### config.mk
export PLATFORM = sky130hd
export DESIGN_NAME = pingpang_reader_flat
export DESIGN_NICKNAME = d
export VERILOG_FILES = /design/src/rtl/pingpang_reader_if.sv /design/src/rtl/pingpang_reader.sv /design/src/flat_wrapper.sv
export SDC_FILE = /design/constraint.sdc
export NUM_CORES = 1
export LEC_CHECK = 0
export CORE_MARGIN = 3
export CORE_UTILIZATION = 35
export DETAILED_ROUTE_END_ITERATION = 12
export GPL_TIMING_DRIVEN = 1
export PLACE_DENSITY = 0.66
export SETUP_SLACK_MARGIN = 0.1
export SYNTH_ARGS = -nofsm -noshare
export SYNTH_HDL_FRONTEND = slang
export SYNTH_SLANG_ARGS = --single-unit
### constraint.sdc
create_clock -name clk -period 5.09 [get_ports clk]
set_clock_uncertainty 0.05 [all_clocks]
set_input_delay 1.018 -clock clk [delete_from_list [all_inputs] [get_ports clk]]
set_output_delay 1.018 -clock clk [all_outputs]
set_load 0.02 [all_outputs]
### src/rtl/pingpang_reader_if.sv
// -----------------------------------------------------------------------------
// pingpang_reader_if
//   Bundles the bus-side signals of pingpang_reader: the control and read-data
//   channels of the two AXI burst read masters and the output word stream.
//
//   Master side (pingpang_reader):
//     INIT_AXI_RXN_1/2       out  one-cycle burst start pulse per AXI master
//     INIT_AXI_RXN_DONE_1/2  in   one-cycle pulse, last beat of burst accepted
//     BIAS_ADDR_1/2          out  byte offset of the burst for each AXI master
//     M_1/2_AXI_RDATA        in   read beat
//     M_1/2_AXI_RVALID       in   beat valid
//     M_1/2_AXI_RREADY       out  beat accept
//     data, data_valid       out  output word and its valid
//     data_ready             in   downstream accept
//   Slave side: the AXI masters and the downstream sink (mirror directions).
// -----------------------------------------------------------------------------
interface pingpang_reader_if #(
  parameter int ADDR_WIDTH         = 32,
  parameter int C_M_AXI_DATA_WIDTH = 32
);
  logic                          INIT_AXI_RXN_1;
  logic                          INIT_AXI_RXN_2;
  logic                          INIT_AXI_RXN_DONE_1;
  logic                          INIT_AXI_RXN_DONE_2;
  logic [ADDR_WIDTH-1:0]         BIAS_ADDR_1;
  logic [ADDR_WIDTH-1:0]         BIAS_ADDR_2;
  logic [C_M_AXI_DATA_WIDTH-1:0] M_1_AXI_RDATA;
  logic [C_M_AXI_DATA_WIDTH-1:0] M_2_AXI_RDATA;
  logic                          M_1_AXI_RVALID;
  logic                          M_2_AXI_RVALID;
  logic                          M_1_AXI_RREADY;
  logic                          M_2_AXI_RREADY;
  logic [C_M_AXI_DATA_WIDTH-1:0] data;
  logic                          data_valid;
  logic                          data_ready;

  modport master (
    output INIT_AXI_RXN_1, INIT_AXI_RXN_2, BIAS_ADDR_1, BIAS_ADDR_2,
    output M_1_AXI_RREADY, M_2_AXI_RREADY, data, data_valid,
    input  INIT_AXI_RXN_DONE_1, INIT_AXI_RXN_DONE_2,
    input  M_1_AXI_RDATA, M_2_AXI_RDATA, M_1_AXI_RVALID, M_2_AXI_RVALID,
    input  data_ready
  );

  modport slave (
    input  INIT_AXI_RXN_1, INIT_AXI_RXN_2, BIAS_ADDR_1, BIAS_ADDR_2,
    input  M_1_AXI_RREADY, M_2_AXI_RREADY, data, data_valid,
    output INIT_AXI_RXN_DONE_1, INIT_AXI_RXN_DONE_2,
    output M_1_AXI_RDATA, M_2_AXI_RDATA, M_1_AXI_RVALID, M_2_AXI_RVALID,
    output data_ready
  );
endinterface

### src/rtl/pingpang_reader.sv
// -----------------------------------------------------------------------------
// pingpang_reader
//   Streams the byte region [0, End_ADDR) back out as an in-order word stream
//   by alternating two AXI burst read masters: while one master's burst drains
//   into the output register, the other master's next burst is already issued.
//   Only whole bursts that fit below End_ADDR are read.
//
//   Optional feature: define PINGPANG_READER_THROTTLE_EN to stop new bursts
//   being issued while the sink FIFO is nearly full (hysteresis between
//   WARNING_THRES and WARNING_CANCEL_THRES). Without it, throttled is 0 and
//   the FIFO level inputs are ignored.
//
//   Ports:
//     clk, rst                 clock, asynchronous active-high reset
//     start                    rising edge in IDLE launches a pass
//     End_ADDR                 region length in bytes
//     Sink_FIFO_Counter        sink FIFO level
//     WARNING_THRES            level at/above which throttling starts
//     WARNING_CANCEL_THRES     level at/below which throttling stops
//     bus                      AXI master control/read channels + output
//                              stream (see pingpang_reader_if)
//     Read_done                high while the pass is complete (DONE)
//     throttled                throttle flag
//     current_state            FSM state, for debug
// -----------------------------------------------------------------------------
module pingpang_reader #(
  parameter int C_M_AXI_BURST_LEN  = 16,
  parameter int ADDR_WIDTH         = 32,
  parameter int C_M_AXI_DATA_WIDTH = 32,
  parameter int FIFO_Counter_WIDTH = 8
) (
  input  logic                          clk,
  input  logic                          rst,
  input  logic                          start,
  input  logic [ADDR_WIDTH-1:0]         End_ADDR,
  input  logic [FIFO_Counter_WIDTH-1:0] Sink_FIFO_Counter,
  input  logic [FIFO_Counter_WIDTH-1:0] WARNING_THRES,
  input  logic [FIFO_Counter_WIDTH-1:0] WARNING_CANCEL_THRES,
  pingpang_reader_if.master             bus,
  output logic                          Read_done,
  output logic                          throttled,
  output logic [2:0]                    current_state
);

  localparam int BURST_BYTES = C_M_AXI_BURST_LEN * C_M_AXI_DATA_WIDTH / 8;

  // Burst length widened by one bit so that offset + burst never wraps.
  localparam logic [ADDR_WIDTH:0]   BURST_BYTES_X = (ADDR_WIDTH+1)'(BURST_BYTES);
  localparam logic [ADDR_WIDTH-1:0] BIAS_2_INIT   = ADDR_WIDTH'(BURST_BYTES);
  // Each master owns every other burst, so it advances by two bursts.
  localparam logic [ADDR_WIDTH-1:0] BIAS_STEP     = ADDR_WIDTH'(2 * BURST_BYTES);

  typedef enum logic [2:0] {
    IDLE  = 3'd0,
    ISSUE = 3'd1,
    READ1 = 3'd2,
    READ2 = 3'd3,
    DONE  = 3'd4
  } state_t;

  // Engine owning the next burst in address order.
  typedef enum logic {
    ENG1 = 1'b0,
    ENG2 = 1'b1
  } engine_t;

  state_t                        state_q, state_d;
  engine_t                       turn_q, turn_d;
  logic                          pending_1_q, pending_1_d;
  logic                          pending_2_q, pending_2_d;
  logic [ADDR_WIDTH-1:0]         bias_1_q, bias_1_d;
  logic [ADDR_WIDTH-1:0]         bias_2_q, bias_2_d;
  logic                          init_1_q, init_1_d;
  logic                          init_2_q, init_2_d;
  logic                          start_q, start_d;
  logic [C_M_AXI_DATA_WIDTH-1:0] data_q, data_d;
  logic                          data_valid_q, data_valid_d;
  logic                          read_done_q, read_done_d;
  logic                          throttled_q, throttled_d;

  logic fits_1;
  logic fits_2;
  logic out_free;
  logic rready_1;
  logic rready_2;

  assign fits_1   = ({1'b0, bias_1_q} + BURST_BYTES_X) <= {1'b0, End_ADDR};
  assign fits_2   = ({1'b0, bias_2_q} + BURST_BYTES_X) <= {1'b0, End_ADDR};
  // The output register can take a beat if it is empty or being drained now.
  assign out_free = !data_valid_q || bus.data_ready;

  // ---------------------------------------------------------------------------
  // Sink FIFO throttle register
  // ---------------------------------------------------------------------------
`ifdef PINGPANG_READER_THROTTLE_EN
  always_comb begin
    throttled_d = throttled_q;
    // Set has priority when both thresholds are met.
    if (Sink_FIFO_Counter >= WARNING_THRES) begin
      throttled_d = 1'b1;
    end else if (Sink_FIFO_Counter <= WARNING_CANCEL_THRES) begin
      throttled_d = 1'b0;
    end
  end
`else
  logic unused_throttle_inputs;
  assign unused_throttle_inputs = ^{Sink_FIFO_Counter, WARNING_THRES, WARNING_CANCEL_THRES};
  assign throttled_d            = 1'b0;
`endif

  // ---------------------------------------------------------------------------
  // Control FSM: next state, burst bookkeeping, read-channel accept
  // ---------------------------------------------------------------------------
  always_comb begin
    // NOTE: every output of this block gets a default first, so no path
    // leaves a value unassigned and no latch is inferred.
    state_d     = state_q;
    turn_d      = turn_q;
    pending_1_d = pending_1_q;
    pending_2_d = pending_2_q;
    bias_1_d    = bias_1_q;
    bias_2_d    = bias_2_q;
    init_1_d    = 1'b0;
    init_2_d    = 1'b0;
    rready_1    = 1'b0;
    rready_2    = 1'b0;
    start_d     = start;
    read_done_d = (state_q == DONE);

    unique case (state_q)
      IDLE: begin
        if (start && !start_q) begin
          state_d     = ISSUE;
          bias_1_d    = '0;
          bias_2_d    = BIAS_2_INIT;
          turn_d      = ENG1;
          pending_1_d = 1'b0;
          pending_2_d = 1'b0;
        end
      end

      ISSUE: begin
        if (turn_q == ENG1) begin
          if (!fits_1) begin
            state_d = DONE;
          end else if (!throttled_q) begin
            init_1_d    = 1'b1;
            pending_1_d = 1'b1;
            state_d     = READ1;
          end
        end else begin
          if (!fits_2) begin
            state_d = DONE;
          end else if (!throttled_q) begin
            init_2_d    = 1'b1;
            pending_2_d = 1'b1;
            state_d     = READ2;
          end
        end
      end

      READ1: begin
        rready_1 = out_free;
        // Prefetch the other engine's burst while this one drains.
        if (!pending_2_q && fits_2 && !throttled_q && !bus.INIT_AXI_RXN_DONE_1) begin
          init_2_d    = 1'b1;
          pending_2_d = 1'b1;
        end
        if (bus.INIT_AXI_RXN_DONE_1 && pending_1_q) begin
          pending_1_d = 1'b0;
          bias_1_d    = bias_1_q + BIAS_STEP;
          turn_d      = ENG2;
          state_d     = pending_2_q ? READ2 : ISSUE;
        end
      end

      READ2: begin
        rready_2 = out_free;
        if (!pending_1_q && fits_1 && !throttled_q && !bus.INIT_AXI_RXN_DONE_2) begin
          init_1_d    = 1'b1;
          pending_1_d = 1'b1;
        end
        if (bus.INIT_AXI_RXN_DONE_2 && pending_2_q) begin
          pending_2_d = 1'b0;
          bias_2_d    = bias_2_q + BIAS_STEP;
          turn_d      = ENG1;
          state_d     = pending_1_q ? READ1 : ISSUE;
        end
      end

      DONE: begin
        if (!start) begin
          state_d = IDLE;
        end
      end

      default: state_d = IDLE;
    endcase
  end

  // ---------------------------------------------------------------------------
  // Output register: only the master owning the current burst can be accepted,
  // so at most one load source is active in any cycle.
  // ---------------------------------------------------------------------------
  always_comb begin
    data_d       = data_q;
    data_valid_d = data_valid_q;
    if (bus.M_1_AXI_RVALID && rready_1) begin
      data_d       = bus.M_1_AXI_RDATA;
      data_valid_d = 1'b1;
    end else if (bus.M_2_AXI_RVALID && rready_2) begin
      data_d       = bus.M_2_AXI_RDATA;
      data_valid_d = 1'b1;
    end else if (bus.data_ready) begin
      data_valid_d = 1'b0;
    end
  end

  // ---------------------------------------------------------------------------
  // State registers
  // ---------------------------------------------------------------------------
  always_ff @(posedge clk or posedge rst) begin
    // NOTE: sequential state uses non-blocking assignments so every flop
    // samples the pre-edge values regardless of statement order.
    if (rst) begin
      state_q      <= IDLE;
      turn_q       <= ENG1;
      pending_1_q  <= 1'b0;
      pending_2_q  <= 1'b0;
      bias_1_q     <= '0;
      bias_2_q     <= BIAS_2_INIT;
      init_1_q     <= 1'b0;
      init_2_q     <= 1'b0;
      start_q      <= 1'b0;
      data_q       <= '0;
      data_valid_q <= 1'b0;
      read_done_q  <= 1'b0;
      throttled_q  <= 1'b0;
    end else begin
      state_q      <= state_d;
      turn_q       <= turn_d;
      pending_1_q  <= pending_1_d;
      pending_2_q  <= pending_2_d;
      bias_1_q     <= bias_1_d;
      bias_2_q     <= bias_2_d;
      init_1_q     <= init_1_d;
      init_2_q     <= init_2_d;
      start_q      <= start_d;
      data_q       <= data_d;
      data_valid_q <= data_valid_d;
      read_done_q  <= read_done_d;
      throttled_q  <= throttled_d;
    end
  end

  // ---------------------------------------------------------------------------
  // Outputs
  // ---------------------------------------------------------------------------
  assign bus.INIT_AXI_RXN_1 = init_1_q;
  assign bus.INIT_AXI_RXN_2 = init_2_q;
  assign bus.BIAS_ADDR_1    = bias_1_q;
  assign bus.BIAS_ADDR_2    = bias_2_q;
  assign bus.M_1_AXI_RREADY = rready_1;
  assign bus.M_2_AXI_RREADY = rready_2;
  assign bus.data           = data_q;
  assign bus.data_valid     = data_valid_q;
  assign Read_done          = read_done_q;
  assign throttled          = throttled_q;
  assign current_state      = state_q;

endmodule

### src/flat_wrapper.sv
// flat-port wrapper written by rule: the top's interface ports become plain ports
module pingpang_reader_flat 
#(
  parameter int C_M_AXI_BURST_LEN  = 16,
  parameter int ADDR_WIDTH         = 32,
  parameter int C_M_AXI_DATA_WIDTH = 32,
  parameter int FIFO_Counter_WIDTH = 8
)
  (clk, rst, start, End_ADDR, Sink_FIFO_Counter, WARNING_THRES, WARNING_CANCEL_THRES, Read_done, throttled, current_state, bus_INIT_AXI_RXN_1, bus_INIT_AXI_RXN_2, bus_BIAS_ADDR_1, bus_BIAS_ADDR_2, bus_M_1_AXI_RREADY, bus_M_2_AXI_RREADY, bus_data, bus_data_valid, bus_INIT_AXI_RXN_DONE_1, bus_INIT_AXI_RXN_DONE_2, bus_M_1_AXI_RDATA, bus_M_2_AXI_RDATA, bus_M_1_AXI_RVALID, bus_M_2_AXI_RVALID, bus_data_ready);
  pingpang_reader_if #(.ADDR_WIDTH(ADDR_WIDTH), .C_M_AXI_DATA_WIDTH(C_M_AXI_DATA_WIDTH)) bus_i ();
  input  logic clk;
  input  logic rst;
  input  logic start;
  input  logic [ADDR_WIDTH-1:0] End_ADDR;
  input  logic [FIFO_Counter_WIDTH-1:0] Sink_FIFO_Counter;
  input  logic [FIFO_Counter_WIDTH-1:0] WARNING_THRES;
  input  logic [FIFO_Counter_WIDTH-1:0] WARNING_CANCEL_THRES;
  output logic Read_done;
  output logic throttled;
  output logic [2:0] current_state;
  output wire logic [$bits(bus_i.INIT_AXI_RXN_1)-1:0] bus_INIT_AXI_RXN_1;
  output wire logic [$bits(bus_i.INIT_AXI_RXN_2)-1:0] bus_INIT_AXI_RXN_2;
  output wire logic [$bits(bus_i.BIAS_ADDR_1)-1:0] bus_BIAS_ADDR_1;
  output wire logic [$bits(bus_i.BIAS_ADDR_2)-1:0] bus_BIAS_ADDR_2;
  output wire logic [$bits(bus_i.M_1_AXI_RREADY)-1:0] bus_M_1_AXI_RREADY;
  output wire logic [$bits(bus_i.M_2_AXI_RREADY)-1:0] bus_M_2_AXI_RREADY;
  output wire logic [$bits(bus_i.data)-1:0] bus_data;
  output wire logic [$bits(bus_i.data_valid)-1:0] bus_data_valid;
  input wire logic [$bits(bus_i.INIT_AXI_RXN_DONE_1)-1:0] bus_INIT_AXI_RXN_DONE_1;
  input wire logic [$bits(bus_i.INIT_AXI_RXN_DONE_2)-1:0] bus_INIT_AXI_RXN_DONE_2;
  input wire logic [$bits(bus_i.M_1_AXI_RDATA)-1:0] bus_M_1_AXI_RDATA;
  input wire logic [$bits(bus_i.M_2_AXI_RDATA)-1:0] bus_M_2_AXI_RDATA;
  input wire logic [$bits(bus_i.M_1_AXI_RVALID)-1:0] bus_M_1_AXI_RVALID;
  input wire logic [$bits(bus_i.M_2_AXI_RVALID)-1:0] bus_M_2_AXI_RVALID;
  input wire logic [$bits(bus_i.data_ready)-1:0] bus_data_ready;
  assign bus_INIT_AXI_RXN_1 = bus_i.INIT_AXI_RXN_1;
  assign bus_INIT_AXI_RXN_2 = bus_i.INIT_AXI_RXN_2;
  assign bus_BIAS_ADDR_1 = bus_i.BIAS_ADDR_1;
  assign bus_BIAS_ADDR_2 = bus_i.BIAS_ADDR_2;
  assign bus_M_1_AXI_RREADY = bus_i.M_1_AXI_RREADY;
  assign bus_M_2_AXI_RREADY = bus_i.M_2_AXI_RREADY;
  assign bus_data = bus_i.data;
  assign bus_data_valid = bus_i.data_valid;
  assign bus_i.INIT_AXI_RXN_DONE_1 = bus_INIT_AXI_RXN_DONE_1;
  assign bus_i.INIT_AXI_RXN_DONE_2 = bus_INIT_AXI_RXN_DONE_2;
  assign bus_i.M_1_AXI_RDATA = bus_M_1_AXI_RDATA;
  assign bus_i.M_2_AXI_RDATA = bus_M_2_AXI_RDATA;
  assign bus_i.M_1_AXI_RVALID = bus_M_1_AXI_RVALID;
  assign bus_i.M_2_AXI_RVALID = bus_M_2_AXI_RVALID;
  assign bus_i.data_ready = bus_data_ready;
  pingpang_reader #(.C_M_AXI_BURST_LEN(C_M_AXI_BURST_LEN), .ADDR_WIDTH(ADDR_WIDTH), .C_M_AXI_DATA_WIDTH(C_M_AXI_DATA_WIDTH), .FIFO_Counter_WIDTH(FIFO_Counter_WIDTH)) u_core (.clk(clk), .rst(rst), .start(start), .End_ADDR(End_ADDR), .Sink_FIFO_Counter(Sink_FIFO_Counter), .WARNING_THRES(WARNING_THRES), .WARNING_CANCEL_THRES(WARNING_CANCEL_THRES), .bus(bus_i), .Read_done(Read_done), .throttled(throttled), .current_state(current_state));
endmodule
# Word-level counts from Yosys, hierarchy flattened
# Cells that the tools add are included.
# classes
n_addsub	4
order_cmp	2
n_eq_ne	14
mux	44
n_reduce_logical	29
# ops
cell	n
$mux 32	6
$pmux 32 s2	2
$add 32x7->33 const B	2
$le 33x32->1	2
$add 32x8->32 const B	2
$mux 1	21
$mux 3	7
$ne 2x1->1 const B	8
$pmux 3 s5	1
$reduce_and 6->1	2
$logic_and 1x1->1	9
$pmux 1 s4	2
$reduce_and 4->1	2
$eq 3x2->1 const B	2
$logic_not 1->1	6
$reduce_and 3->1	2
$reduce_bool 2->1	3
$reduce_bool 3->1	2
$mux 2	2
$ne 2x2->1 const B	2
$pmux 1 s2	2
$reduce_bool 4->1	1
$eq 3x1->1 const B	1
$eq 3x3->1 const B	1
3 further kinds	3
# totals
register_bits	107
in_bits	128
output_inout_bits	106
wordCells	105

# Logic depth before layout (Yosys ltp)
# depth
depth_word	6
ltp_mapped	16
mapped_depth_nobuf	15

# Worst setup path before layout
# Ideal clock, no wire load.
# synth_path
path_type	flip-flop to flip-flop
startpoint	register u_core.bias_2_q[10] (netlist: u_core.bus.BIAS_ADDR_2[10])
endpoint	register u_core.state_q[0] (netlist: u_core.current_state[0])
setup_ns	0.099
t_arrival_ns	3.536
t_required_ns	4.941
setup_slack_ns	1.405
path_stages_with_launch	17
n_path_buf	1
synth_period_minus_slack_ns	3.685
cell_sequence	dfrtp_1 -> clkbuf_1 -> and4_1 -> nand3_1 -> nor2_1 -> nand2_1 -> nor3_1 -> nand2_1 -> xnor2_1 -> ha_1 -> and3_1 -> a221o_1 -> a31oi_1 -> nand4b_1 -> o21ai_0 -> nand3_1 -> a311oi_1
# synth_via
elab_chain_len	5
# synth_rtl
item	line_no	source
start: declaration	pingpang_reader.sv:72	logic [ADDR_WIDTH-1:0] bias_2_q, bias_2_d;
start signal: assignment	pingpang_reader.sv:245	bias_2_q <= bias_2_d;
$add 32x7->33	pingpang_reader.sv:88	assign fits_2 = ({1'b0, bias_2_q} + BURST_BYTES_X) <= {1'b0, End_ADDR};
$le 33x32->1	pingpang_reader.sv:88	
$mux 3	pingpang_reader.sv:152	if (!fits_2) begin
$mux 3	pingpang_reader.sv:143	if (turn_q == ENG1) begin
$pmux 3 s5	pingpang_reader.sv:130	unique case (state_q)
end signal: assignment	pingpang_reader.sv:240	state_q <= state_d;
end: declaration	pingpang_reader.sv:67	state_t state_q, state_d;
# Every way passes these cells.
# A chain may end at the register's enable or synchronous reset.

# Worst setup path in the final report
# layout_path
startpoint	register u_core.bias_2_q[10] (netlist: u_core.bus.BIAS_ADDR_2[10])
endpoint	register u_core.pending_2_q
# layout_via
elab_chain_len	6
elab_cells_between_ends	7
cone_classes	1 x add/sub; 1 x order compare; 2 x eq/ne; 3 x reduce/logical
# layout_rtl
item	line_no	source
$add 32x7->33 *	pingpang_reader.sv:88	
$le 33x32->1 *	pingpang_reader.sv:88	
$logic_and 1x1->1 (2 in a row)	pingpang_reader.sv:165	if (!pending_2_q && fits_2 && !throttled_q && !bus.INIT_AXI_RXN_DONE_1) begin
$ne 2x1->1 (no source line)	n/a	
$reduce_and 6->1 (no source line) *	n/a	
end signal: assignment	pingpang_reader.sv:243	pending_2_q <= pending_2_d;
end: declaration	pingpang_reader.sv:70	logic pending_2_q, pending_2_d;
# Every way passes the cells marked *; elsewhere a longest branch is shown, timed or not.

==> flow_metrics.env <==
export IMPL_syn_area_mm2=0.00629
export IMPL_netlist_cell_type_count=52
export IMPL_rsz_0062_raised_after_global_routing="no"
export IMPL_dominantRegCellSynth="sky130_fd_sc_hd__dfrtp_1"
export IMPL_critical_path_cell_list="and4_1 > nand3_1 > nor2_1 > buf_4 > nand2_1 > nor3_1 > nand2_1 > xnor2_1 > ha_1 > and3_1 > a221o_1 > a31oi_1 > nand4b_1 > o21ai_0 > nand2_1 > o31ai_1"
export IMPL_n_fill_cell=1682
export IMPL_path_delay_family="simple AND/OR/NAND/NOR gates"
export IMPL_drt_first_iter_violations=159
export IMPL_seq_power_share=0.349
export IMPL_max_freq_mhz=236
export IMPL_cp_required_ns=5.30
export IMPL_place_ws_ns=0.811
export IMPL_max_vdd_ir_drop_mv=0.422
export IMPL_leakage_power_figure_nw=3.99
export IMPL_antennaDiodeCount=0
export IMPL_postPlaceCellArea_mm2=0.00834
export IMPL_ctsLongestPathBuffers=2
export IMPL_timing_rr_start="u_core.bus.BIAS_ADDR_2[10]$_DFFE_PP0P_"
export IMPL_slew_violations=0
export IMPL_path_depth=16
export IMPL_r2r_end="u_core.pending_2_q$_DFFE_PP0P_"
export IMPL_synth_edf_count=0
export IMPL_final_critical_path_setup_slack_ns=0.848
export IMPL_post_synth_cell_area_avg_um2=8.56
export IMPL_synth_sequential_area_ratio=0.374
export IMPL_warnings_synthesis=0
export IMPL_post_place_cells=1113
export IMPL_detailedRoute_firstPassIterationCount=4
export IMPL_power_switching_mw=1.22
export IMPL_synth_cells=735
export IMPL_timing_slew_headroom=0.324
export IMPL_drv_max_cap_violation_count=0
export IMPL_power_density_mw_per_mm2=378
export IMPL_wl_per_cell_um=15.4
export IMPL_drc=0
export IMPL_min_delay_start="u_core.bus.data_valid$_DFFE_PP0P_"
export IMPL_initial_utilization=0.361
export IMPL_max_slew_worst_pin_slew_ns=1.01
export IMPL_internal_power_mw=2.05
export IMPL_core_mm2=0.0174
export IMPL_tritoncts="done"
export IMPL_gpl_final_weighted_congestion=0.859
export IMPL_globalRouteTotalUtil=0.175
export IMPL_die_h_um=140
export IMPL_ff_latch_count_synth=94
export IMPL_p_comb_frac=0.426
export IMPL_fin_total_pwr_mw=3.28
export IMPL_cts_inserted_buffers=9
export IMPL_hold_class="register to register"
export IMPL_rows=48
export IMPL_end_point_of_the_most_critical_hold_path="u_core.bus.data_valid$_DFFE_PP0P_"
export IMPL_postCtsHoldBufs=0
export IMPL_r2r_worst_path_cells=16
export IMPL_grt_first_pass_wirelength_um=28000
export IMPL_worst_ep_arrival_time_ns=4.45
export IMPL_timing_final_crit_period_ns=4.24
export IMPL_worst_path_most_repeated_cell="sky130_fd_sc_hd__nand2_1"
export IMPL_path_clk_slew_ns=0.07
export IMPL_floorplan_die_area_mm2=0.0196
export IMPL_fin_crit_sh=0.833
export IMPL_grt_antenna_before_repair=0
export IMPL_power_switching_share=0.373
export IMPL_fin_tns_setup_ns=0
export IMPL_status="finished, final reports clean"
export IMPL_startpoint_type="register"
export IMPL_numPortBuffers=195
export IMPL_vias=5601
export IMPL_worst_path_max_fanout=9
export IMPL_layout_drive_gt1_share=0.0365
export IMPL_drt_antenna_violating_nets=0
export IMPL_layoutNonFillerInstCount=1128
export IMPL_critical_path_buf_inv_count=1
export IMPL_postRouteWirelength_um=17400
export IMPL_pin_count_of_the_biggest_net_entering_global_routing=71
export IMPL_worstSkewPairLatency_ns=0.35
export IMPL_cts_root_buffer="sky130_fd_sc_hd__clkbuf_16"
export IMPL_crit_path_max_incr_delay_ns=0.53
export IMPL_asyncSetResetFlopFracSynth=1.00
export IMPL_critPathKind="register to register"
export IMPL_cts_resized=0
export IMPL_crit_path_end_kind="register"
export IMPL_cts_sinks=94
export IMPL_area_delta_synth_final_pct=37.6
export IMPL_grt_overflow_total=0
export IMPL_num_io_pins=234
export IMPL_final_setup_viol_count=0
export IMPL_postCtsSetupBuffers=0
export IMPL_layout_cell_area_non_filler_mm2=0.00866
export IMPL_nets=1081
export IMPL_dpl_hpwl_um=13400
export IMPL_worstHoldPathCells=2
export IMPL_clock_power_share=0.225
export IMPL_horiz_die_dim_um=140
export IMPL_detail_route_vias_per_cell=4.97
export IMPL_cp_slowest_cell="sky130_fd_sc_hd__dfrtp_1"
export IMPL_ctsHtreeMaxLevel=3
export IMPL_number_of_global_route_vias_before_repair=5552
export IMPL_setup_reg_to_reg_worst_slack_ns=0.85
export IMPL_hold_violations=0
==> layout by cell type, fill, tap and decap left out, types with 2 or more instances in the layout <==
cell type,netlist,routed
sky130_fd_sc_hd__clkdlybuf4s50_1,0,195
sky130_fd_sc_hd__dfrtp_1,93,93
sky130_fd_sc_hd__nand2_1,85,84
sky130_fd_sc_hd__nor2_1,69,69
sky130_fd_sc_hd__o21ai_0,57,57
sky130_fd_sc_hd__ha_1,54,54
sky130_fd_sc_hd__inv_1,43,42
sky130_fd_sc_hd__a21oi_1,39,39
sky130_fd_sc_hd__xor2_1,33,33
sky130_fd_sc_hd__mux2i_1,32,32
sky130_fd_sc_hd__nand3_1,30,30
sky130_fd_sc_hd__xnor2_1,25,25
sky130_fd_sc_hd__nand4_1,20,20
sky130_fd_sc_hd__nor3_1,17,16
sky130_fd_sc_hd__or3_1,15,15
sky130_fd_sc_hd__conb_1,1,14
sky130_fd_sc_hd__clkbuf_16,0,9
sky130_fd_sc_hd__and3_1,7,7
sky130_fd_sc_hd__a21o_1,6,6
sky130_fd_sc_hd__buf_4,14,5
sky130_fd_sc_hd__or2_2,4,4
sky130_fd_sc_hd__and4_1,4,4
sky130_fd_sc_hd__nor4_1,4,4
sky130_fd_sc_hd__nand2b_1,3,3
sky130_fd_sc_hd__a311oi_1,3,3
sky130_fd_sc_hd__nor3_2,1,2
sky130_fd_sc_hd__a221o_1,2,2
sky130_fd_sc_hd__a31oi_1,2,2
sky130_fd_sc_hd__o21a_1,2,2
sky130_fd_sc_hd__o211ai_1,2,2
sky130_fd_sc_hd__a22o_1,2,2
sky130_fd_sc_hd__clkbuf_1,41,2
sky130_fd_sc_hd__bufinv_16,0,2
==> synth_stat cells (2+ instances only) <==
cell type                   n  area (um2)
sky130_fd_sc_hd__dfrtp_1   93        2330
sky130_fd_sc_hd__nand2_1   85         319
sky130_fd_sc_hd__nor2_1    69         259
sky130_fd_sc_hd__o21ai_0   57         285
sky130_fd_sc_hd__ha_1      54         676
sky130_fd_sc_hd__inv_1     43         161
sky130_fd_sc_hd__clkbuf_1  41         154
sky130_fd_sc_hd__a21oi_1   39         195
sky130_fd_sc_hd__xor2_1    33         289
sky130_fd_sc_hd__mux2i_1   32         320
sky130_fd_sc_hd__nand3_1   30         150
sky130_fd_sc_hd__xnor2_1   25         219
sky130_fd_sc_hd__nand4_1   20         125
sky130_fd_sc_hd__nor3_1    17        85.1
sky130_fd_sc_hd__or3_1     15        93.8
sky130_fd_sc_hd__buf_4     14         105
sky130_fd_sc_hd__and3_1     7        43.8
sky130_fd_sc_hd__a21o_1     6        45.0
sky130_fd_sc_hd__and4_1     4        35.0
sky130_fd_sc_hd__buf_1      4        15.0
sky130_fd_sc_hd__nor4_1     4        25.0
sky130_fd_sc_hd__or2_2      4        25.0
sky130_fd_sc_hd__a311oi_1   3        26.3
sky130_fd_sc_hd__nand2b_1   3        18.8
sky130_fd_sc_hd__a221o_1    2        20.0
sky130_fd_sc_hd__a22o_1     2        17.5
sky130_fd_sc_hd__a31oi_1    2        12.5
sky130_fd_sc_hd__o211ai_1   2        15.0
sky130_fd_sc_hd__o21a_1     2        15.0
==> worst reg2reg max path: cells and delay by family (launching register included) <==
kind	cells	cell delay, ns
flip-flops	1	0.53
XOR/XNOR	1	0.15
AO/OA/AOI/OAI	4	1.30
adder cells (fa/ha/maj)	1	0.29
buffers and inverters	1	0.14
AND/OR/NAND/NOR	9	1.71
==> final cells by class <==
cell class              instances  area (um2)  area share
clock buffers                  12         246      0.0285
clock inverters                 3        68.8     0.00795
inverters                      43         164      0.0189
multi-input cells             551        3550       0.411
flip-flops and latches         94        2350       0.272
well taps                     225         282      0.0325
repair buffers                200        1990       0.230
==> per-stage QoR <==
step / hold WS (ns) / utilization
finish: 0.492 / 0.497
global route: 0.523 / 0.497
global placement: 0.479 / 0.479
detailed placement: 0.489 / 0.479
CTS: 0.501 / 0.497
floorplan: 0.466 / -
==> state kept, by name (all words and copies together), names as in the netlist <==
name and count:
u_core.turn_q 1, u_core.bus.INIT_AXI_RXN_1 1, u_core.bus.INIT_AXI_RXN_2 1, u_core.pending_2_q 1
u_core.Read_done 1, u_core.pending_1_q 1, u_core.bus.BIAS_ADDR_2 26, u_core.current_state 3
u_core.start_q 1, u_core.bus.BIAS_ADDR_1 25, u_core.bus.data_valid 1, u_core.bus.data 32
==> how the worst max path moves through the flow <==
stage | from | to | slack (ns)
2_1_floorplan | u_core.bus.BIAS_ADDR_2[10]$_DFFE_PP0P_ | u_core.current_state[0]$_DFFE_PP0P_ | 1.40
3_3_place_gp | u_core.bus.BIAS_ADDR_2[10]$_DFFE_PP0P_ | u_core.pending_2_q$_DFFE_PP0P_ | 0.88
3_5_place_dp | u_core.bus.BIAS_ADDR_2[10]$_DFFE_PP0P_ | u_core.pending_2_q$_DFFE_PP0P_ | 0.81
4_1_cts | u_core.bus.BIAS_ADDR_2[10]$_DFFE_PP0P_ | u_core.pending_2_q$_DFFE_PP0P_ | 0.79
5_1_grt | u_core.bus.BIAS_ADDR_2[10]$_DFFE_PP0P_ | u_core.current_state[0]$_DFFE_PP0P_ | 0.43
6_report | u_core.bus.BIAS_ADDR_2[10]$_DFFE_PP0P_ | u_core.pending_2_q$_DFFE_PP0P_ | 0.85
==> cells by family (layout without fill, tap and decap cells) <==
family                     count (synthesis)  after routing  share of synthesized area
and+or+nand+nor                          268            268                      0.202
AOI/OAI and AO/OA                        124            124                      0.112
buffers and inverters                    103            258                     0.0700
DFF                                       94             94                      0.374
xor gates and xnor gates                  58             58                     0.0807
adders and majority gates                 54             54                      0.107
muxes                                     33             33                     0.0527
other                                      1             14                   0.000596
==> per-layer routing <==
metal | GRT usage | part of all wire
met1 | 0.213 | 0.43
met2 | 0.287 | 0.45
met3 | 0.0673 | 0.10
met4 | 0.0581 | 0.018
met5 | 0 | 0
==> power groups by stage <==
stage	clock network, mW	logic, mW	registers, mW
global route	0.786	1.53	1.17
floorplan	0	0.626	1.30
finish	0.738	1.40	1.14
global placement	0	1.40	1.15
detailed placement	0	1.42	1.15
CTS	0.760	1.42	1.14
(Power assumes the default switching activity.)
